**config.mk**
```make
export PLATFORM = sky130hd
export DESIGN_NAME = johnson_decode
export DESIGN_NICKNAME = d
export VERILOG_FILES = /design/src/rtl/johnson_pkg.sv /design/src/rtl/johnson_seq_checker_decode.sv
export SDC_FILE = /design/constraint.sdc
export NUM_CORES = 1
export LEC_CHECK = 0
export ABC_AREA = 1
export CORE_AREA = 4 4 41 43
export DETAILED_ROUTE_END_ITERATION = 8
export DIE_AREA = 0 0 45 47
export DONT_BUFFER_PORTS = 1
export PLACE_DENSITY = 0.43
export SLEW_MARGIN = 20
export SYNTH_ARGS = -nofsm -noshare
export SYNTH_HDL_FRONTEND = slang
export SYNTH_SLANG_ARGS = --single-unit
```
**constraint.sdc**
```tcl
create_clock -name vclk -period 3.1
set_input_delay 0.465 -clock vclk [all_inputs]
set_output_delay 0.465 -clock vclk [all_outputs]
set_load 0.05 [all_outputs]
```
**src/rtl/johnson_pkg.sv**
```systemverilog
// Shared Johnson-code helpers and checker FSM state type, used by the
// counter stage, this checker and their benches.
package johnson_pkg;

  // Working width of the helpers; callers zero-extend codes up to it.
  localparam int JS_W = 16;

  typedef enum logic [0:0] {
    ACQ   = 1'b0,
    TRACK = 1'b1
  } js_state_t;

  // Successor of an n-bit Johnson code: shift left, feed back inverted MSB.
  function automatic logic [JS_W-1:0] js_next(input logic [JS_W-1:0] s, input int n);
    logic [JS_W-1:0] r;
    r = {JS_W{1'b0}};
    for (int i = 1; i < JS_W; i++) begin
      r[i] = (i < n) ? s[i-1] : 1'b0;
    end
    for (int i = 0; i < JS_W; i++) begin
      if (i == n - 1) r[0] = ~s[i];
    end
    return r;
  endfunction

  // Legal codes have at most one bit transition across the n-bit word.
  function automatic logic js_is_legal(input logic [JS_W-1:0] s, input int n);
    int edges;
    edges = 0;
    for (int i = 0; i < JS_W - 1; i++) begin
      if ((i < n - 1) && (s[i] != s[i+1])) edges++;
    end
    return (edges <= 1);
  endfunction

  function automatic logic [7:0] js_to_phase(input logic [JS_W-1:0] s, input int n);
    logic [7:0] pc;
    pc = 8'd0;
    for (int i = 0; i < JS_W; i++) begin
      if (i < n) pc = pc + {7'd0, s[i]};
    end
    return ((s == {JS_W{1'b0}}) || s[0]) ? pc : (8'(2 * n) - pc);
  endfunction

endpackage

```
**src/rtl/johnson_seq_checker_decode.sv**
```systemverilog
// Combinational legality check and binary phase map for one Johnson code.
module johnson_decode
  import johnson_pkg::*;
#(
  parameter int N = 5
) (
  input  logic [N-1:0]           st,
  output logic                   legal,
  output logic [$clog2(2*N)-1:0] phase
);

  localparam int PH_W = $clog2(2 * N);

  // Pure decode of the incoming code.
  always_comb begin
    legal = js_is_legal(JS_W'(st), N);
    phase = PH_W'(js_to_phase(JS_W'(st), N));
  end

endmodule

```
Yosys cells after proc, flatten, opt, wreduce, memory -nomap -nowiden
Cells that the tools add are included.
- bits in registers: 0
- output and inout bits: 5
- $add $sub $neg: 8
- magnitude comparators: 1
- equal/unequal tests: 4
- mux-type cells: 5
- reduce and logical (&&, ||, !) cells: 2
- operators with widths (operator ; count):
    2-to-1 mux 32 bit ; 3
    adder 32 x 2 -> 32 bit (second input constant) ; 2
    <= comparator 32 x 2 -> 1 bit (second input constant) ; 1
    zero test 5 bit ; 1
    adder 3 x 1 -> 4 bit ; 1
    adder 4 x 1 -> 4 bit ; 1
    2-to-1 mux 4 bit ; 1
    != test 1 bit ; 4
    subtractor 4 bit (first input constant) ; 1
    adder 2 x 1 -> 3 bit ; 1
    adder 1 x 1 -> 2 bit ; 1
    adder 1 x 1 -> 2 bit (second input constant) ; 1
    logical OR 1 bit ; 1
    2-to-1 mux 1 bit ; 1

Longest topological paths before layout
Gate-level depths: netlist (run 1).
- word-level depth: 9
- mapped depth: 8
- mapped depth without buffers: 8

Least setup slack after synthesis (run 1)
Ideal clock, no wire load.
- kind: input to output
- start point: input port st[0]
- end point: output port phase[1]
- arrival time: 2.427 ns
- data required time: 2.635 ns
- setup slack: 0.208 ns
- cell stages on the path: 6
- path buffers: 0
- cell sequence: inv_1 > fa_1 > fa_1 > fa_1 > nand3_1 > nand2_1
- longest elaborated chain between the ends: 6
- elaborated cells between the ends (all ways): 8
- ends and longest elaborated chain (element ; line ; text):
    from (decl) ; johnson_seq_checker_decode.sv:7 ; input logic [N-1:0] st,
    adder 1 x 1 -> 2 bit ; johnson_pkg.sv:40 ; if (i < n) pc = pc + {7'd0, s[i]};
    adder 2 x 1 -> 3 bit ; johnson_pkg.sv:40 ;
    adder 3 x 1 -> 4 bit ; johnson_pkg.sv:40 ;
    adder 4 x 1 -> 4 bit ; johnson_pkg.sv:40 ;
    subtractor 4 bit ; johnson_pkg.sv:42 ; return ((s == {JS_W{1'b0}}) || s[0]) ? pc : (8'(2 * n) - pc);
    2-to-1 mux 4 bit * ; johnson_pkg.sv:42 ;
    to (decl) ; johnson_seq_checker_decode.sv:9 ; output logic [$clog2(2*N)-1:0] phase
Every way passes the cells marked *; elsewhere a longest branch is shown, timed or not.

Worst setup path in the final report (run 1)
Same ends and word-level chain as after synthesis.

==> reports/metrics.csv, run 1 <==
stage;metric;value;unit
run_status;status;finished clean;
sta;Slew Limit Fails;0;
cells_and_area;layout cell share with drive strength beyond 1;0.125;
route;first-pass detailed-route iteration total;4;
setup_path;Worst Setup End Kind;output port;
synthesis;Mapped Area;283;sq um
cells_and_area;CLK BUF;0;
power;Switch Pwr;89.3;uW
cells_and_area;most frequent cells in the layout;14 x nand2_1, 12 x inv_1, 6 x ha_1;
power;Seq pwr share;0;
setup_path;Critical Path AT;2.37;ns
cells_and_area;final instance area;344;sq um
cts;Resized Gates After CTS;0;
cells_and_area;fin nets;64;
cells_and_area;Reg area;0;sq um
setup_path;slowest CP cell;fa_1;
power;Max IR drop VDD;0.110;mV
route;DRC Markers;0;
power;internal power;47.3;uW
sta;# setup viols final;0;
sta;fmax;0.352;GHz
power;logic gate share of total power;1.000;
setup_path;critical path cell sequence;inv_1 > fa_1 > fa_1 > fa_1 > nand3_1 > nand2_1 > buf_12;
cells_and_area;filler cell count;147;
setup_path;CP startpoint kind;input pin;
floorplanning;core box area;1300;sq um
cells_and_area;commonest non-fill, non-tap cell in the layout;nand2_1;
cells_and_area;ANT cells;0;
grt;total gr overflow;0;
synthesis;Synth Area per Inst;6.43;sq um
floorplanning;area of the die;2120;sq um
floorplanning;row count;13;
power;Lkg Pwr;0.000218;uW
setup_path;CP most frequent cell;fa_1;
worst_hold_path;HP Class;input pin to output port;
worst_hold_path;min-delay src;st[3];
sta;RSZ-0062 raised after global routing;false;
placed_design;post-DP HPWL;472;um
synthesis;Synth cell types;10;
floorplanning;initial core utilization;0.217;
route;vias per cell;3.89;
power;clock share of power;0;
synthesis;sequential-to-total area share from yosys stat;0;
floorplanning;I/O pin total;10;
sta;Tmin final;2.84;ns
worst_hold_path;worst hold path depth;5;
cts;Hold Buf Count CTS;0;
synthesis;synthesized instance count;44;
grt;initial antenna violation count;0;
route;Routed Antenna Nets;0;
sta;Fin Setup TNS;0;ns
placed_design;Final GP Congestion;0.604;
power;Power Total;137;uW
power;Pwr Density;397;nW/um^2
cells_and_area;Syn-to-layout area delta;21.7;%
sta;final hold viol count;0;
grt;gr usage total;0.0513;
floorplanning;Die Y;47;um
floorplanning;DIE WIDTH;45;um
grt;largest net degree at the start of global routing;6;
route;Routed WL per cell;7.65;um
synthesis;syn nets;58;
grt;number of global-route vias before repair;236;
grt;global-route wire length before repair;862;um
setup_path;delay of the slowest critical-path stage;0.56;ns
synthesis;yosys warns;0;
sta;fin crit share;0.915;
job;Max Cap Viol;0;
route;final wirelength;482;um
route;1st-iter DRT viols;3;
power;Switching Fraction;0.654;
cells_and_area;sequential cell count;0;
sta;worst slew pin tran;0.430;ns
placed_design;IO Port Bufs;0;
route;vias post-DR;245;
sta;Relative slew margins;0.713;
worst_hold_path;Min-Delay Endpoint;legal;
setup_path;CP Data Required Time;2.63;ns
setup_path;WS Path Type;input pin to output port;
setup_path;critical-path maximum fanout;5;
placed_design;Placed Area;344;sq um
cts;buffer count from post-CTS setup fixing;0;
sta;WHS;1.32;ns
per-stage QoR:
stage | instances | setup slack (ns) | utilization
final | 63 | 0.262 | 0.264
after detailed placement | 63 | 0.251 | 0.264
after floorplan | 44 | 0.208 | -
after global routing | 63 | 0.154 | 0.264
after global placement | 63 | 0.240 | 0.264
after CTS | 63 | 0.251 | 0.264
area by class of cell:
class	instances	area [sq um]	area share
repair buffers	4	42.5	0.124
inverters	13	48.8	0.142
multi-input cells	31	234	0.680
well taps	15	18.8	0.0545
cells by family (layout without fill, tap and decap cells):
logic type	count (synthesis)	in the layout	share of synthesized area
AND/OR/NAND/NOR	21	21	0.319
buffers and inverters	13	17	0.173
adder cells (fa/ha/maj)	9	9	0.478
XOR/XNOR	1	1	0.0310
synthesized netlist by cell type (all sizes together):
library cell  instances  area (sq um)
nand3                 3          20.0
fa                    3          60.1
nor2                  3          11.3
ha                    6          75.1
or2                   1          6.26
xnor2                 1          8.76
nand2                14          52.6
inv                  13          48.8
power by group through the flow:
stage	sequential [uW]	clock (uW)	combinational (uW)
4_1_cts	0	0	139
3_3_place_gp	0	0	139
5_1_grt	0	0	151
3_5_place_dp	0	0	139
2_1_floorplan	0	0	101
6_report	0	0	137
critical path, delay by kind of cell:
family        cells  cell delay, ns
fa+ha+maj         3            1.49
buf+inv           2            0.22
simple gates      2            0.18
per-layer routing:
metal / vias to the layer above / global-route usage / part of all wire
met5: - / 0 / 0
met4: 0 / 0 / 0
met3: 0 / 0.00766 / 0.093
met2: 6 / 0.0989 / 0.49
met1: 106 / 0.0636 / 0.41
li1: 133 / - / -
worst max path at each step:
stage | start | endpoint | cells after the start
final | st[0] | phase[1] | 7
after global routing | st[0] | phase[1] | 7
after CTS | st[0] | phase[1] | 7
after detailed placement | st[0] | phase[1] | 7
after global placement | st[0] | phase[1] | 7
after floorplan | st[0] | phase[1] | 6
No activity file was read; power rests on OpenSTA's default activity.
==> inputs of run 2 (changes only) <==
Settings changed: SKIP_LAST_GASP set to 1.
==> results of run 2 <==
Final layout, timing and power as in run 1 (identical DEF).
==> inputs of run 3 (changes only) <==
Settings changed: CORE_AREA 4 4 41 43 to 2 2 39 41, DIE_AREA 0 0 45 47 to 0 0 41 43, SLEW_MARGIN 20 to not set.
==> run 3 against run 2 <==
  * Power grew 1.2%
  * First-iteration DRC count unchanged
  * Via count increased by 1.2%
  * Critical path depth did not move
  * Sequential cell count unchanged
  * Clock-buffer cell count is the same
  * Critical endpoint unchanged
  * Largest cell class unchanged
  * Highest routed layer unchanged
==> reports/metrics.csv, run 3 (synthesis results as in run 1) <==
stage;metric;value;unit
cells_and_area;most frequent cells in the layout;14 x nand2_1, 12 x inv_1, 6 x ha_1;
sta;Slew Limit Fails;0;
worst_hold_path;HP Class;input pin to output port;
setup_path;CP Data Required Time;2.63;ns
grt;largest net degree at the start of global routing;6;
route;Routed Antenna Nets;0;
setup_path;Critical Path AT;2.38;ns
power;Switching Fraction;0.654;
grt;total gr overflow;0;
power;clock share of power;0;
sta;worst slew pin tran;0.417;ns
sta;# setup viols final;0;
sta;final setup margin;0.255;ns
power;Switch Pwr;90.3;uW
power;Pwr Density;400;nW/um^2
power;logic gate share of total power;1.000;
grt;global-route wire length before repair;821;um
cells_and_area;layout cell share with drive strength beyond 1;0.125;
floorplanning;DIE WIDTH;41;um
floorplanning;core box area;1380;sq um
floorplanning;I/O pin total;10;
sta;fin crit share;0.918;
setup_path;Worst Setup End Kind;output port;
floorplanning;Die Y;43;um
power;Lkg Pwr;0.000218;uW
placed_design;IO Port Bufs;0;
floorplanning;initial core utilization;0.204;
placed_design;post-DP HPWL;458;um
power;internal power;47.9;uW
cells_and_area;sequential cell count;0;
route;Routed WL per cell;7.42;um
floorplanning;row count;14;
sta;Tmin final;2.85;ns
cells_and_area;fin util;0.250;
route;final wirelength;475;um
power;Seq pwr share;0;
sta;Fin Setup TNS;0;ns
power;Max IR drop VDD;0.0888;mV
placed_design;Final GP Congestion;0.627;
route;DRC Markers;0;
grt;initial antenna violation count;0;
route;vias per cell;3.88;
floorplanning;area of the die;1760;sq um
run_status;status;finished clean;
setup_path;critical-path maximum fanout;5;
sta;final hold viol count;0;
cells_and_area;Reg area;0;sq um
route;vias post-DR;248;
sta;Relative slew margins;0.722;
cts;Hold Buf Count CTS;0;
placed_design;Setup WS pre-CTS;0.231;ns
cells_and_area;ANT cells;0;
grt;number of global-route vias before repair;211;
cells_and_area;fin nets;64;
setup_path;CP startpoint kind;input pin;
cells_and_area;CLK BUF;0;
route;first-pass detailed-route iteration total;3;
job;Max Cap Viol;0;
route;1st-iter DRT viols;3;
setup_path;WS Path Type;input pin to output port;
cells_and_area;Syn-to-layout area delta;22.1;%
cts;Resized Gates After CTS;0;
sta;RSZ-0062 raised after global routing;false;
cts;buffer count from post-CTS setup fixing;0;
cells_and_area;commonest non-fill, non-tap cell in the layout;nand2_1;
grt;gr usage total;0.0623;
sta;fmax;0.351;GHz
[run 3: power by group through the flow]
stage,clock network [uW],logic [uW],registers [uW]
floorplan,0,101,0
global placement,0,141,0
detailed placement,0,140,0
CTS,0,140,0
global route,0,152,0
finish,0,138,0
[run 3: path summary, 6_finish.rpt]
kind / startpoint / endpoint / slack, ns / depth (start not counted)
max: st[0] / phase[1] / 0.25 / 7
min: st[3] / legal / 1.33 / 5
[run 3: critical path, stage by stage]
cell and delay (ns):
inv_1 0.08, fa_1 0.56, fa_1 0.44, fa_1 0.50, nand3_1 0.08, nand2_1 0.12, buf_12 0.14
[run 3: stage by stage]
| step | instance area, sq um | instances | power (uW) | hold slack, ns |
|---|---|---|---|---|
| after floorplan | 283 | 44 | 101 | 1.29 |
| after global placement | 345 | 64 | 141 | 1.32 |
| after detailed placement | 345 | 64 | 140 | 1.33 |
| after CTS | 345 | 64 | 140 | 1.34 |
| after global routing | 345 | 64 | 152 | 1.37 |
| final | 345 | 64 | 138 | 1.33 |
[run 3: area by class of cell]
class	count	area, sq um
Tap cell	16	20.0
Fill cell	153	1040
Timing Repair Buffer	4	42.5
Multi-Input combinational cell	31	234
Inverter	13	48.8
[run 3: per-layer routing]
metal	global-route usage	share of wire	vias to the layer above
met5	0	0	-
met4	0	0	0
met3	0	0.078	0
met2	0.106	0.47	6
met1	0.0903	0.45	107
li1	-	-	135
